<file path="src/rtl/neuron_train_sched.sv">
// Training-phase scheduler: walks SAMPLES samples for a latched number of epochs,
// driving the neuron's fp/bp windows. Optional loss accumulator: NEURON_TRAIN_LOSS_ACC_EN.
module neuron_train_sched #(
    parameter int BITS      = 16,
    parameter int SAMPLES   = 4,
    parameter int IDX_W     = 2,
    parameter int FP_CYCLES = 8,
    parameter int BP_CYCLES = 6,
    parameter int EPOCH_W   = 8
) (
    input  logic               clk,
    input  logic               rst,
    input  logic               start,
    input  logic               abort,
    input  logic               infer_only,
    input  logic [EPOCH_W-1:0] epochs,
    input  logic [BITS-1:0]    dz_in,
    output logic               fp,
    output logic               bp,
    output logic [IDX_W-1:0]   sample_idx,
    output logic               y_valid,
    output logic [EPOCH_W-1:0] epoch_cnt,
    output logic               busy,
    output logic               done,
    output logic [BITS-1:0]    epoch_loss,
    output logic               loss_valid
);

    typedef enum logic [2:0] {IDLE, LOAD, FWD, GAP, BWD, NEXT, FIN} state_t;

    localparam int MAX_CYC = (FP_CYCLES > BP_CYCLES) ? FP_CYCLES : BP_CYCLES;
    localparam int CNT_W   = $clog2(MAX_CYC);

    state_t             state, state_n;
    logic [CNT_W-1:0]   cnt, cnt_n;
    logic [IDX_W-1:0]   idx_n;
    logic [EPOCH_W-1:0] ecnt_n;
    logic [EPOCH_W-1:0] epochs_q, epochs_n;
    logic               infer_q, infer_n;
    logic               fp_n, bp_n, yv_n, done_n;
    logic               start_acc, epoch_end;

    always_ff @(posedge clk) begin
        if (rst) begin
            state      <= IDLE;
            cnt        <= '0;
            sample_idx <= '0;
            epoch_cnt  <= '0;
            epochs_q   <= '0;
            infer_q    <= 1'b0;
            fp         <= 1'b0;
            bp         <= 1'b0;
            y_valid    <= 1'b0;
            done       <= 1'b0;
        end else begin
            state      <= state_n;
            cnt        <= cnt_n;
            sample_idx <= idx_n;
            epoch_cnt  <= ecnt_n;
            epochs_q   <= epochs_n;
            infer_q    <= infer_n;
            fp         <= fp_n;
            bp         <= bp_n;
            y_valid    <= yv_n;
            done       <= done_n;
        end
    end

    always_comb begin
        state_n   = state;
        cnt_n     = cnt;
        idx_n     = sample_idx;
        ecnt_n    = epoch_cnt;
        epochs_n  = epochs_q;
        infer_n   = infer_q;
        start_acc = 1'b0;
        epoch_end = 1'b0;
        unique case (state)
            IDLE: begin
                if (start) begin
                    start_acc = 1'b1;
                    epochs_n  = epochs;
                    infer_n   = infer_only;
                    idx_n     = '0;
                    ecnt_n    = '0;
                    state_n   = (epochs == '0) ? FIN : LOAD;
                end
            end
            LOAD: begin
                cnt_n   = '0;
                state_n = FWD;
            end
            FWD: begin
                if (cnt == CNT_W'(FP_CYCLES - 1)) begin
                    cnt_n   = '0;
                    state_n = infer_q ? NEXT : GAP;
                end else begin
                    cnt_n = cnt + CNT_W'(1);
                end
            end
            GAP: begin
                cnt_n   = '0;
                state_n = BWD;
            end
            BWD: begin
                if (cnt == CNT_W'(BP_CYCLES - 1)) begin
                    cnt_n   = '0;
                    state_n = NEXT;
                end else begin
                    cnt_n = cnt + CNT_W'(1);
                end
            end
            NEXT: begin
                if (sample_idx < IDX_W'(SAMPLES - 1)) begin
                    idx_n   = sample_idx + IDX_W'(1);
                    state_n = LOAD;
                end else begin
                    idx_n     = '0;
                    ecnt_n    = epoch_cnt + EPOCH_W'(1);
                    epoch_end = 1'b1;
                    state_n   = (epoch_cnt + EPOCH_W'(1) == epochs_q) ? FIN : LOAD;
                end
            end
            FIN:     state_n = IDLE;
            default: state_n = IDLE;
        endcase

        // Abort wins over every transition and freezes the sample/epoch counters.
        if (abort && (state != IDLE)) begin
            state_n   = IDLE;
            cnt_n     = '0;
            idx_n     = sample_idx;
            ecnt_n    = epoch_cnt;
            epoch_end = 1'b0;
        end

        fp_n   = (state_n == FWD);
        bp_n   = (state_n == BWD);
        done_n = (state_n == FIN);
        yv_n   = (state_n == FWD) && (cnt_n == CNT_W'(FP_CYCLES - 1));
    end

    assign busy = (state != IDLE);

`ifdef NEURON_TRAIN_LOSS_ACC_EN
    logic [BITS-1:0] acc, loss_q, dz_abs, acc_sum;
    logic [BITS:0]   sum_wide;
    logic            lv_q;

    // Most negative input has no positive twin, so it clamps to the largest positive.
    always_comb begin
        dz_abs = dz_in;
        if (dz_in[BITS-1]) begin
            if (dz_in == {1'b1, {(BITS-1){1'b0}}}) dz_abs = {1'b0, {(BITS-1){1'b1}}};
            else                                   dz_abs = -dz_in;
        end
        sum_wide = {1'b0, acc} + {1'b0, dz_abs};
        acc_sum  = sum_wide[BITS] ? '1 : sum_wide[BITS-1:0];
    end

    always_ff @(posedge clk) begin
        if (rst) begin
            acc    <= '0;
            loss_q <= '0;
            lv_q   <= 1'b0;
        end else begin
            lv_q <= 1'b0;
            if (start_acc) begin
                acc <= '0;
            end else if ((state == NEXT) && !abort) begin
                if (epoch_end) begin
                    loss_q <= acc_sum;
                    lv_q   <= 1'b1;
                    acc    <= '0;
                end else begin
                    acc <= acc_sum;
                end
            end
        end
    end

    assign epoch_loss = loss_q;
    assign loss_valid = lv_q;
`else
    logic unused_loss;
    assign unused_loss = ^{dz_in, start_acc, epoch_end};
    assign epoch_loss  = '0;
    assign loss_valid  = 1'b0;
`endif

endmodule
</file>
<file path="config.mk">
export PLATFORM = sky130hd
export DESIGN_NAME = neuron_train_sched
export DESIGN_NICKNAME = d
export VERILOG_FILES = /design/src/rtl/neuron_train_sched.sv
export SDC_FILE = /design/constraint.sdc
export NUM_CORES = 1
export LEC_CHECK = 0
export BUFFER_PORTS_ARGS = -buffer_cell sky130_fd_sc_hd__buf_2
export CAP_MARGIN = 10
export CORE_ASPECT_RATIO = 1.75
export CORE_MARGIN = 2
export CORE_UTILIZATION = 50
export DETAILED_ROUTE_END_ITERATION = 8
export PLACE_DENSITY = 0.77
export SYNTH_ARGS = -nofsm -noshare
export SYNTH_HDL_FRONTEND = slang
export SYNTH_SLANG_ARGS = --single-unit
</file>
<file path="constraint.sdc">
create_clock -name clk -period 2.65 [get_ports clk]
set_clock_uncertainty 0.2 [all_clocks]
set_input_delay 0.265 -clock clk [delete_from_list [all_inputs] [get_ports clk]]
set_output_delay 0.265 -clock clk [all_outputs]
set_load 0.02 [all_outputs]
</file>
==> Word level (Yosys, flattened, before mapping) <==
Index checks and enable logic that the tools add are counted.
Widths: inputs -> output; s select.
{ "totals": {"register_bits": 29, "in_bits": 29, "out_inout_bits": 32, "wordCells": 58} }
{ "op_classes": {"add_sub_neg": 3, "order_cmp": 1, "eq_ne": 14, "n_mux": 19, "n_bitwise": 1, "reduce_logical": 10} }
{ "ops": {"columns": ["cell", "n"], "rows": [
  ["$mux 3", 11],
  ["$eq 3x3->1 const B", 7],
  ["$pmux 3 s6", 1],
  ["$mux 8", 2],
  ["$pmux 8 s2", 1],
  ["$eq 3x2->1 const B", 3],
  ["$pmux 3 s3", 1],
  ["$add 8x1->8 const B", 1],
  ["$eq 8x8->1", 1],
  ["$logic_not 8->1", 1],
  ["$mux 2", 2],
  ["$ne 2x2->1 const B", 2],
  ["$pmux 2 s2", 1],
  ["$reduce_and 4->1", 1],
  ["$add 3x1->3 const B", 1],
  ["$eq 3x1->1 const B", 1],
  ["$logic_not 3->1", 1],
  ["$reduce_and 3->1", 1],
  ["$reduce_bool 3->1", 1],
  ["$add 2x1->2 const B", 1],
  ["$logic_and 1x1->1", 2],
  ["$lt 2x2->1 const B", 1],
  ["$reduce_and 2->1", 1],
  ["$reduce_bool 2->1", 1],
  ["other kinds (2)", 2]
]} }

==> Depth between registers and ports, before layout <==
Gate-level depths: netlist of the first run.
{ "depth": {"depth_word": 8, "depth_mapped": 8, "depth_no_buf": 8} }

==> Worst setup path after synthesis of the first run <==
No wires, ideal clock.
{ "synth_timing": {"path_kind": "reg-to-reg", "from": "reg epoch_cnt[0]", "to": "reg state[2]", "setup_ns": 0.059, "arrival_ns": 2.099, "required_ns": 2.391, "path_slack_ns": 0.292, "stages_incl_launch_ff": 8, "path_buffers": 0, "period_less_slack_ns": 2.358, "cell_sequence": "dfxtp_1 > ha_1 > xnor2_1 > o2111ai_1 > a2111oi_2 > nand2_1 > a2111oi_2 > o31a_1"} }
{ "synth_via": {"elab_chain_len": 6} }
{ "synth_lines": {"columns": ["element", "line_no", "text"], "rows": [
  ["start: declaration", "22", "output logic [EPOCH_W-1:0] epoch_cnt,"],
  ["start signal: assignment", "59", "epoch_cnt <= ecnt_n;"],
  ["$add 8x1->8", "121", "state_n = (epoch_cnt + EPOCH_W'(1) == epochs_q) ? FIN : LOAD;"],
  ["$eq 8x8->1", "121", null],
  ["$mux 3", "121", null],
  ["$mux 3", "114", "if (sample_idx < IDX_W'(SAMPLES - 1)) begin"],
  ["$pmux 3 s6", "78", "unique case (state)"],
  ["$mux 3", "129", "if (abort && (state != IDLE)) begin"],
  ["end signal: assignment", "56", "state <= state_n;"],
  ["end: declaration", "34", "state_t state, state_n;"]
]} }
Every way passes these cells.
A chain may end at the register's enable or synchronous reset.

==> Final worst setup path of the first run <==
Same ends and word-level chain as after synthesis.

==> results of run 1 <==
## worst max-delay path, stage by stage (launching register included)
cell and delay (ps):
dfxtp_1 310, ha_1 310, xnor2_1 150, o2111ai_1 160
a2111oi_2 410, nand2_1 140, a2111oi_2 370, o31a_1 180
## per-layer routing
layer,share of wire,track usage
met5,0,0
met4,0.052,0.144
met3,0.037,0.0338
met2,0.53,0.394
met1,0.38,0.227
## registers in the layout, indices dropped and copies added, names as in the netlist, 2 cells and up
name        flops
cnt             3
state           3
sample_idx      2
epoch_cnt       8
epochs_q        8
## power by group
group          internal, µW  switching (µW)
registers               454            25.7
clock network           306             164
logic                  56.3             108
## worst paths after layout
path	depth (start not counted)	to
setup reg to reg	7	state[2]
setup / recovery	7	state[2]
hold reg to reg	2	epochs_q[1]
hold / removal	3	infer_q
## cell usage in the layout (no fill, tap or decap), types with 2 or more instances in the layout
| cell type | instances |
|---|---|
| a21oi_1 | 24 |
| a22o_1 | 2 |
| nand3_1 | 8 |
| and2_1 | 2 |
| ha_1 | 6 |
| a22oi_1 | 3 |
| and3_1 | 3 |
| a2111oi_2 | 2 |
| mux2i_1 | 2 |
| o21ai_0 | 12 |
| conb_1 | 17 |
| dfxtp_1 | 29 |
| inv_1 | 8 |
| clkbuf_8 | 6 |
| nor3_1 | 4 |
| nor3b_1 | 3 |
| nand2_1 | 31 |
| nor4_1 | 2 |
| xor2_1 | 2 |
| nor2_1 | 23 |
| o31ai_1 | 6 |
| a211oi_1 | 3 |
| nand2b_1 | 2 |
| a21o_1 | 2 |
| buf_2 | 27 |
| xnor2_1 | 5 |
| buf_4 | 5 |
| or3_1 | 3 |
## final cells by class
class                           instances  area (µm²)  share of cell area
Inverter                                9        33.8              0.0162
Clock inverter                          1        30.0              0.0144
Sequential cell                        29         581               0.279
Multi-Input combinational cell        190        1120               0.538
Tap cell                               46        57.6              0.0277
Timing Repair Buffer                   32         173              0.0830
Clock buffer                            7        86.3              0.0415
## metrics by stage
stage	instances	power (µW)	setup WS (ps)	hold WS, ps
floorplan	257	625	292	165
global placement	306	650	382	256
detailed placement	306	654	366	265
CTS	314	1120	346	25.0
global route	314	1160	234	37.7
finish	314	1120	366	28.0
## cells by family after synthesis
group,synth area share
AO/OA/AOI/OAI,0.237
XOR/XNOR,0.0330
adder cells (fa/ha/maj),0.0405
buffers and inverters,0.117
flip-flops,0.313
multiplexers,0.0169
other,0.00202
AND/OR/NAND/NOR,0.241
==> metrics list, run 1 <==
- The flow ran to the end, and the final reports show no timing, DRC or antenna violations.
- The synthesized design spends more area on one cell type than any other, namely dfxtp_1.
* Total clock buffers created by CTS: 5
- Detailed-route vias per instance: ~5.6
- Hold buffer count at cts: 0
- By instance count, the leading cell after synthesis is nand2_1.
- The floorplan step defined a die boundary enclosing ~4200 µm².
- Counting flops with an async set or reset pin after synthesis yields a share of 0.
- Gates resized during post-CTS repair numbered 0.
- At the end of the flow, the number of nets in the layout was ~300.
- Global route overflow: 0
- After clock tree synthesis, the clock-pin slew on the worst setup and hold paths is about 60 ps.
- Yosys mapped the design onto 52 distinct sky130hd cell types.
* Avg WL per Cell: 13.3 µm
- ANT cells: 0
- In this run the vertical extent of the chip is approximately 85 µm.
* Placement-stage cell area: ~2000 µm²
- No sink is reached through more buffers than the 2 on the longest clock path.
* HPWL reported at the end of detailed placement: 3.25 mm
- With fillers left out, the area of the finished cells amounts to around 2100 µm².
- At the worst endpoint, the arrival time is 2310 ps.
- The detailed router finished its first iteration with 30 violations.
- Number of clock sinks: 29
- After synthesis, the cell types taking the most area are dfxtp_1, buf_4, a21oi_1, nand2_1, nor2_1.
- TritonCTS clock tree: built
- The die is between 50 and 60 µm wide.
- Maxcap violations: 0
* Global-route wire length before repair: 7.26 mm
- Path type of the worst setup path: register to register
- CTS H-tree depth: 2
- Warnings from Yosys: 0
* Final total negative setup slack: 0 ps
- Synthesized flop and latch total: 29
- Source of the worst register-to-register timing path: epoch_cnt[0]
- Along the worst path, the maximum fanout reaches 2.
- For this run, the register share of the synthesized area comes to 0.313.
* Max frequency: about 440 MHz
- Commonest cells post-synth: nand2_1, dfxtp_1, a21oi_1
* Post-detailed-route count of antenna-violating nets: 0
- During placement, the flow inserted port buffers numbering 27.
- Of the available clock period, the critical path in the final layout requires 0.862.
- Worst reg2reg setup slack: roughly 370 ps
- The first detailed-routing pass took 4 iterations.
* Std-Cell Rows: 29
- Final Critical Period: ~2300 ps
- Setup violations remaining at the end of the flow were counted as 0.
- EDFF count, synth: 0
- Initial antenna violation count: 0
- Number of setup buffers added after CTS: 0
- Gate count after technology mapping: ~240
- CP Launch Type: register
- Fraction of layout instances using a drive strength above 1: 0.183
- Fill cells in the final layout number between 300 and 400.
- From synthesis to final layout, the design area changed by 12.1%.
- Of the post-synthesis cell area, the dominant cell type holds 0.313.
* Critical Path Start: epoch_cnt[0]
- Worst IR drop on VDD: 0.525 mV
- Hold Fails Final Rpt: 0
- The initial utilization of the core area, before any placement, comes to 0.517.
- Boundary Pins: 61
- Req. time, crit path: ~2700 ps
- The region available for standard cell placement spans 3590 µm².
- Root cell of the clock tree: clkbuf_8
- Syn Std Cell Area: roughly 1900 µm²
- Drt drc: 0
* Type of the tightest min-delay check: input pin to register
- Endpoint class of the critical path: register
- Source-to-sink clock delay at the later pin of the worst-skew pair: 280 ps
- For this run, the total global-route usage over all layers was measured as 0.220.
- Summed over all layers, the routed wires come to roughly 4.2 mm.
* Placer congestion estimate: 0.810
* Largest net degree at the start of global routing: 21
- Setup repair after global routing missed its margin: no
* Leakage power of the design: 0.000853 µW
- Top_reg_cell synth: dfxtp_1
- Hold path startpoint: infer_only
- Number of pins with negative max-slew slack in the final report: 0
- The number of global-route vias before repair was between 1,500 and 2,000.
- Power density cells: between 500 and 600 nW/µm²
- Final cell utilization of the core: 0.579
- Dividing the synthesized area by the synthesized cell count gives 7.70 µm².
- For this block, the via count after detailed routing is about 1,700.
Note: power is estimated with default switching activity, not from simulation.
==> run 2, diff against run 1 <==
--- a/config.mk
+++ b/config.mk
@@ -5,13 +5,14 @@
 export SDC_FILE = /design/constraint.sdc
 export NUM_CORES = 1
 export LEC_CHECK = 0
+export ABC_AREA = 1
 export BUFFER_PORTS_ARGS = -buffer_cell sky130_fd_sc_hd__buf_2
 export CAP_MARGIN = 10
 export CORE_ASPECT_RATIO = 1.75
 export CORE_MARGIN = 2
-export CORE_UTILIZATION = 50
+export CORE_UTILIZATION = 51
 export DETAILED_ROUTE_END_ITERATION = 8
-export PLACE_DENSITY = 0.77
+export PLACE_DENSITY = 0.78
 export SYNTH_ARGS = -nofsm -noshare
 export SYNTH_HDL_FRONTEND = slang
 export SYNTH_SLANG_ARGS = --single-unit
==> run 2 against run 1 <==
Clock power decreased by 23%. Global-route usage decreased by 0.52 points. Total power decreased by 4.5%. Hold slack improved by 17 ps. Highest routed layer unchanged.
==> metrics list, run 2 <==
* List of cells traversed by the critical path: nand2_1 > nor2_1 > nand2_1 > nand2_1 > inv_1 > nand2_1 > nand2_1 > nor2_1 > nand3_1 > nand2_1 > nand2_1 > nand2_1 > nand3_2 > nor2_1
- The share of flip-flops with an asynchronous set or reset came to 0 (unchanged).
* Worst IR drop on VDD: 0.545 mV (+3.8%)
- On the critical path the largest part of the delay comes from simple AND/OR/NAND/NOR gates.
* Setup repair after global routing missed its margin: no
* Source-to-sink clock delay at the later pin of the worst-skew pair: 280 ps (about the same)
- The fraction of the core area covered by cells at the end of the flow came to 0.585 (+0.00627).
* Overall routed net length: 4.17 mm (-0.14%)
- Final cell count without fillers: 366 (+17%)
* Global-route wire length before repair: 6.96 mm (-4.2%)
- Commonest cells after routing, fill and taps aside: nand2_1, inv_1, nor2_1, dfxtp_1, buf_2
* Number of iterations in the first detailed-routing pass: 4 (unchanged)
- Req. time, crit path: 2660 ps (-20 ps)
- The number of inserted filler cells in the final layout was 366 (unchanged).
* Path type of the worst setup path: register to register
- Largest net degree at the start of global routing: 20 (-4.8%)
* Gate count after technology mapping: 289 (+20%)
- Final Critical Period: 2080 ps (-206 ps)
* CP Launch Type: register
- Max frequency: 481 MHz (+9.9%)
- Leaving out fill and tap cells, the most frequent cell in the layout is nand2_1.
* Seq pwr share: 0.455 (+0.025)
- The top-level I/O count came to 61 (unchanged).
* Root cell of the clock tree: clkbuf_8
- The number of placed instances with taps included is 359 (+17%).
- Final setup fails: 0 (unchanged)
- The number of hold-slack violations in the final timing report came to 0 (unchanged).
- The clock share of power was 0.340 (-0.082).
- Final total negative setup slack: 0 ps (unchanged)
- The post-CTS setup buffer count came to 0 (unchanged).
- The sequential area share after synthesis came to 0.307 (-0.00580).
* ANT cells: 0 (unchanged)
- Detailed-route vias per instance: 4.95 (-11%)
* Global route overflow: 0 (unchanged)
* HPWL reported at the end of detailed placement: 3.43 mm (+5.7%)
* Crit path top cell by count: nand2_1
* Largest stage delay on the critical path: 510 ps (+100 ps)
* Highest-delay cell along the critical path: dfxtp_1
- The post-synthesis register bit count came to 29 (unchanged).
* Power density cells: 507 nW/µm² (-5.5%)
- Top cells by area, synth: dfxtp_1, nand2_1, inv_1, buf_4, nand3_1
- Status: finished, final reports clean
* CTS H-tree depth: 2 (unchanged)
- IO buf count: 27 (unchanged)
* EDFF count, synth: 0 (unchanged)
- Library cell with the largest summed area after synthesis: dfxtp_1
- The DRC violation count after routing came to 0 (unchanged).
- The via count is 1,810 (+3.7%).
- The internal power was 738 µW (-9.7%).
- Fraction of post-synthesis cell area in the top cell type by area: 0.307 (-0.00580)
* Psw: 328 µW (+9.8%)
* Hold slack: 45.4 ps (+17.4 ps)
- The count of pins over their slew limit was 0 (unchanged).
- The height of the die was 84.5 µm (about the same).
* Hold buffer count at cts: 0 (unchanged)
- The fraction of power spent switching nets came to 0.308 (+0.0399).
* Number of gates resized after CTS: 0 (unchanged)
- For this run, the leading register cell type out of synthesis is dfxtp_1.
* Proportion of power drawn by combinational gates: 0.205 (+0.057)
* Commonest cells post-synth: nand2_1, inv_1, dfxtp_1, nor2_1, nand3_1
- The post-place setup slack was 585 ps (+218 ps).
* Slack of the critical path: 572 ps (+206 ps)
- The number of antenna violations at the first check in global routing was 0 (unchanged).
* Total die area: 4230 µm² (-0.11%)
* Placer congestion estimate: 0.922 (+14%)
- Initial cell density of the core: 0.526 (+0.00975)
- Number of clock sinks: 29 (unchanged)
* Leakage power of the design: 0.00105 µW (+24%)
- The worst path arrival time is 2080 ps (-230 ps).
- Via count of the first global-routing pass: 1,723 (+4.2%)
* Type of the tightest min-delay check: input pin to register
* Max Fanout on Critical Path: 9 (+7)
- The row count was 29 (unchanged).
* Share of the clock period used by the worst path: 0.784 (-0.0779)
- By instance count, the leading cell after synthesis is nand2_1.
- Die extent in x: 50.0 µm (about the same)
- CTS clk-pin slew, worst paths: 60 ps (about the same)
- TritonCTS built the clock tree.
- The average routed wire per standard cell is 11.4 µm (-14%).
- Unique masters post-synth: 27 (-48%)
- Number of nets in the final layout: 355 (+18%)
- Total clock buffers created by CTS: 5 (unchanged)
- The worst setup path is captured at a register.
* Total core area: 3590 µm² (unchanged)
* Combined buffer and inverter count along the critical path: 1 (+1)
* Area Overhead vs Synth: 11.2%
- Number of violations reported at the end of detailed-routing iteration 0: 48 (+60%)
- Gr usage total: 0.215 (-0.00518)
- The number of warnings printed during yosys synthesis came to 0 (unchanged).
- Post-detailed-route count of antenna-violating nets: 0 (unchanged)
- The largest registers in the layout are epoch_cnt: 8 flops, epochs_q: 8 flops.
* Maximum clock path buffer count: 2 (unchanged)
- Fraction of layout instances using a drive strength above 1: 0.184 (+0.00154)
- Per-instance average area after synthesis: 6.54 µm² (-15%)
- Maxcap violations: 0 (unchanged)
- The total standard cell area after synthesis is 1890 µm² (+1.9%).
run 2: cell types whose count changed in the layout (fill, tap and decap cells not counted), sizes merged, moves of 4 or more:
cell,before,now
o22ai,1,7
a21oi,25,20
nand2,31,67
inv,9,47
and3,4,0
nand3,9,29
o31ai,6,0
nor2,23,35
xnor2,5,0
run 2: path summary, 6_finish.rpt:
path / startpoint / end / slack [ps] / cells past startpoint
setup / recovery: epoch_cnt[2] / y_valid / 570 / 14
hold / removal: rst / sample_idx[1] / 50 / 2
setup reg to reg: epoch_cnt[2] / y_valid / 570 / 14
hold reg to reg: epochs_q[0] / epochs_q[0] / 270 / 2
run 2: kinds of logic (layout without fill, tap and decap cells):
| group | Yosys count | in the layout | synth area share |
|---|---|---|---|
| adder cells (fa/ha/maj) | 6 | 6 | 0.0397 |
| other | 1 | 17 | 0.00198 |
| AND/OR/NAND/NOR | 142 | 142 | 0.353 |
| buffers and inverters | 69 | 84 | 0.173 |
| flip-flops | 29 | 29 | 0.307 |
| AO/OA/AOI/OAI | 42 | 42 | 0.126 |
run 2: layout make-up:
type	count	area (µm²)	area share
well taps	46	57.6	0.0274
flip-flops and latches	29	581	0.276
inverters	47	176	0.0839
multi-input cells	207	1040	0.496
clock buffers	7	86.3	0.0411
repair buffers	30	158	0.0750
run 2: through the flow:
step / total power [µW] / instance area [µm²]
after floorplan: 678 / 1950
after global placement: 707 / 2020
after detailed placement: 712 / 2020
after CTS: 1070 / 2100
after global routing: 1130 / 2100
final: 1070 / 2100
run 2: metal layers:
metal	wire, µm	global-route usage	part of all wire	vias to the layer above
met4	127	0.111	0.030	0
met3	138	0.0463	0.033	13
met2	2430	0.433	0.58	39
met1	1480	0.181	0.35	815
met5	0	0	0	-
li1	-	-	-	943
run 2: power groups by stage:
stage          combinational, µW  sequential, µW  clock, µW
6_report                     219             484        362
5_1_grt                      248             487        391
4_1_cts                      219             484        368
3_5_place_dp                 218             493          0
3_3_place_gp                 215             492          0
2_1_floorplan                185             492          0
run 2: worst register-to-register path, cell delays in order, from the launching register on:
cell and delay [ps]:
dfxtp_1 510, nand2_1 190, nor2_1 120, nand2_1 60, nand2_1 90, inv_1 60
nand2_1 70, nand2_1 50, nor2_1 110, nand3_1 80, nand2_1 70, nand2_1 50
nand2_1 140, nand3_2 100, nor2_1 100
==> run 3, diff against run 2 <==
--- a/config.mk
+++ b/config.mk
@@ -10,9 +10,9 @@
 export CAP_MARGIN = 10
 export CORE_ASPECT_RATIO = 1.75
 export CORE_MARGIN = 2
-export CORE_UTILIZATION = 51
+export CORE_UTILIZATION = 46
 export DETAILED_ROUTE_END_ITERATION = 8
-export PLACE_DENSITY = 0.78
+export PLACE_DENSITY = 0.74
 export SYNTH_ARGS = -nofsm -noshare
 export SYNTH_HDL_FRONTEND = slang
 export SYNTH_SLANG_ARGS = --single-unit
==> constraint.sdc (replaced) <==
create_clock -name clk -period 1.75 [get_ports clk]
set_clock_uncertainty 0.2 [all_clocks]
set_input_delay 0.175 -clock clk [delete_from_list [all_inputs] [get_ports clk]]
set_output_delay 0.175 -clock clk [all_outputs]
set_load 0.02 [all_outputs]
==> run 3 against run 2 <==
The run now ends with negative hold slack, negative setup slack left. Die area up 10%. Sequential power up 52%. Maximum frequency up 3.3%. Non-clock buffer count up 32.
==> metrics list, run 3 (synthesized netlist as in run 2, its figures left out) <==
- Status: finished, violations left
- Failing checks: negative hold slack, negative setup slack
- Chip height: 88.8 µm (+5.0%)
- Number of violations reported at the end of detailed-routing iteration 0: 51 (+6.3%)
* ANT cells: 0 (unchanged)
* Most common library cell in the layout ignoring fill and taps: nand2_1
* Commonest cells after routing, fill and taps aside: nand2_1, inv_1, buf_2, buf_4, nor2_1
- IO buf count: 27 (unchanged)
* Layer carrying the most global-route usage: met2
- Total clock buffers created by CTS: 5 (unchanged)
* Worst path arrival time: 2040 ps (-40 ps)
* Total die area: 4660 µm² (+10%)
- The share of post-route cells with drive strength above 1 came to 0.385 (+0.201).
* Req. time, crit path: 1780 ps (-880 ps)
* GR met1 Demand/Resource: 0.201 (+0.0205)
- Worst IR drop on VDD: 0.733 mV (+35%)
- In this run the clock root is driven by a clkbuf_8.
* Global-route wire length before repair: 7.83 mm (+13%)
- The layout net count is 387 (+9.0%).
- Avg WL per Cell: 12.6 µm (+11%)
- The remaining antenna violation count after routing is 0 (unchanged).
- The top-level I/O count was 61 (unchanged).
- The endpoint identified for the worst register-to-register timing path is y_valid.
- Slack of the critical path: -261 ps (-833 ps)
- Source-to-sink clock delay at the later pin of the worst-skew pair: 290 ps (about the same)
- The first-pass iteration count of the detailed router is 5 (+1).
- The final count of negative-setup-slack endpoints is 7 (+7).
- TritonCTS clock tree: built
* Share of the clock period used by the worst path: 1.15 (+0.365)
- Overall routed net length: 5.06 mm (+21%)
- The shortest clock period the worst path allows after layout is 2010 ps (-67.2 ps).
* Hold slack: -1.65 ps (-47.1 ps)
- Endpoint class of the critical path: register
* Leakage power of the design: 0.00126 µW (+20%)
- Power density cells: 700 nW/µm² (+38%)
- The min-delay analysis places its worst path in the category input pin to register.
- The depth of the worst register-to-register path came to 13 (-1).
- The largest registers in the layout are epoch_cnt: 8 flops, epochs_q: 8 flops.
- Met2 layer usage reported by global route: 0.449 (+0.0158)
- The final global-route overflow total came to 0 (unchanged).
* Maximum clock path buffer count: 2 (unchanged)
* Initial antenna violation count: 0 (unchanged)
- Tracing the worst setup path back leads to its startpoint at epoch_cnt[1].
- The worst hold path cell count is 3 (+1).
* Gr usage total: 0.230 (+0.0151)
- The sum of net half-perimeters after detailed placement is 3.76 mm (+9.5%).
* Area of all placed cells without fillers: 2580 µm² (+23%)
- The largest driver fanout on the critical path is 5 (-4).
- Hold Fails Final Rpt: 1 (+1)
* CP Launch Type: register
- The detail-routed via count per cell is 5.09 (+3.0%).
* Via count: 2,043 (+13%)
- CTS H-tree depth: 2 (unchanged)
* Placer congestion estimate: 0.854 (-7.4%)
- The startpoint identified for the worst hold timing path is epochs[4].
- Total core area: 3900 µm² (+8.7%)
- The instance area at placement was 2240 µm² (+11%).
- The row count was 30 (+3.4%).
- Area Overhead vs Synth: 36.5%
* Final total negative setup slack: -1470 ps (-1470 ps)
* Grt met3 use: 0.0405 (-0.00572)
- Number of pins with negative max-slew slack in the final report: 0 (unchanged)
* CTS clk-pin slew, worst paths: 70 ps (about the same)
- The x dimension of the die was 52.5 µm (+4.9%).
- Drt drc: 0 (unchanged)
- The number of global-route vias before repair is 1,909 (+11%).
- Maxcap violations: 0 (unchanged)
- Setup repair after global routing could not meet its margin everywhere.
- Initial cell density of the core: 0.484 (-0.0420)
* Largest net degree at the start of global routing: 19 (-5.0%)
- The path with the worst hold slack has its endpoint at epochs_q[4].
* Source of the worst register-to-register timing path: epoch_cnt[1]
- Worst reg2reg setup slack: -260 ps (-830 ps)
- The clock sink count is 29 (unchanged).
- The maximum clock frequency is 497 MHz (+3.3%).
- Path type of the worst setup path: register to register
[run 3: changes by cell type in the layout (fill, tap and decap cells not counted), moves of 6 or more]
| cell | change |
|---|---|
| buf_4 | +24 |
| nand2_1 | -12 |
| nand2_2 | +9 |
| nand3_1 | -9 |
| nand3_2 | +9 |
| dfxtp_1 | -7 |
| nor2_1 | -6 |
[run 3: worst max-delay path, stage by stage (launching register included)]
cell and delay [ps]:
dfxtp_4 370, buf_6 120, nand2_4 50, nor2_4 180, nand2_2 90, nand2_2 100
nand3_2 70, nand2_2 80, nand2_1 50, nor2_1 120, nand3_1 140, a21oi_2 190
nand3_2 90, nor2_1 100
[run 3: stage by stage]
stage          hold WS [ps]  setup WS (ps)  utilization  cells  power, µW
6_report              -1.65           -261        0.661    401       1810
5_1_grt                16.5           -368        0.661    401       1890
4_1_cts                2.36           -147        0.613    398       1750
3_5_place_dp            260           -163        0.573    386       1130
3_3_place_gp            252           -134        0.573    386       1120
2_1_floorplan          44.1          -37.8            -    305       1030
[run 3: how the worst max path moves through the flow]
stage,end,cells after the start
floorplan,fp,11
global placement,fp,11
detailed placement,y_valid,11
CTS,done,13
global route,y_valid,13
finish,y_valid,13
[run 3: layout make-up]
class / count / area (µm²)
Clock inverter: 1 / 5.00
Clock buffer: 7 / 96.3
Timing Repair Buffer: 62 / 423
Sequential cell: 29 / 597
Inverter: 47 / 176
Fill cell: 360 / 1320
Tap cell: 48 / 60.1
Multi-Input combinational cell: 207 / 1220
[run 3: metal layers]
metal  vias up  share of wire  wire, µm
li1       1017              -         -
met1       945           0.33      1670
met2        64           0.58      2950
met3        17          0.043       218
met4         0          0.044       221
met5         -              0         0
[run 3: where the power goes]
group          internal [µW]  switching, µW  total (µW)  leakage (µW)
registers                700           35.6         735      0.000241
clock network            355            269         624     0.0000542
logic                    170            277         447      0.000970
total                   1230            582        1810       0.00126
[run 3: what timing repair did]
| action | CTS | global route |
|---|---|---|
| pin swaps | 0 | 20 |
| gates resized for setup | 4 | 46 |
| setup endpoints to repair | 7 | 18 |
| hold endpoints to repair | 8 | 0 |
| cloned | 0 | 0 |
| hold buffers | 4 | 0 |
| setup buffers | 0 | 3 |
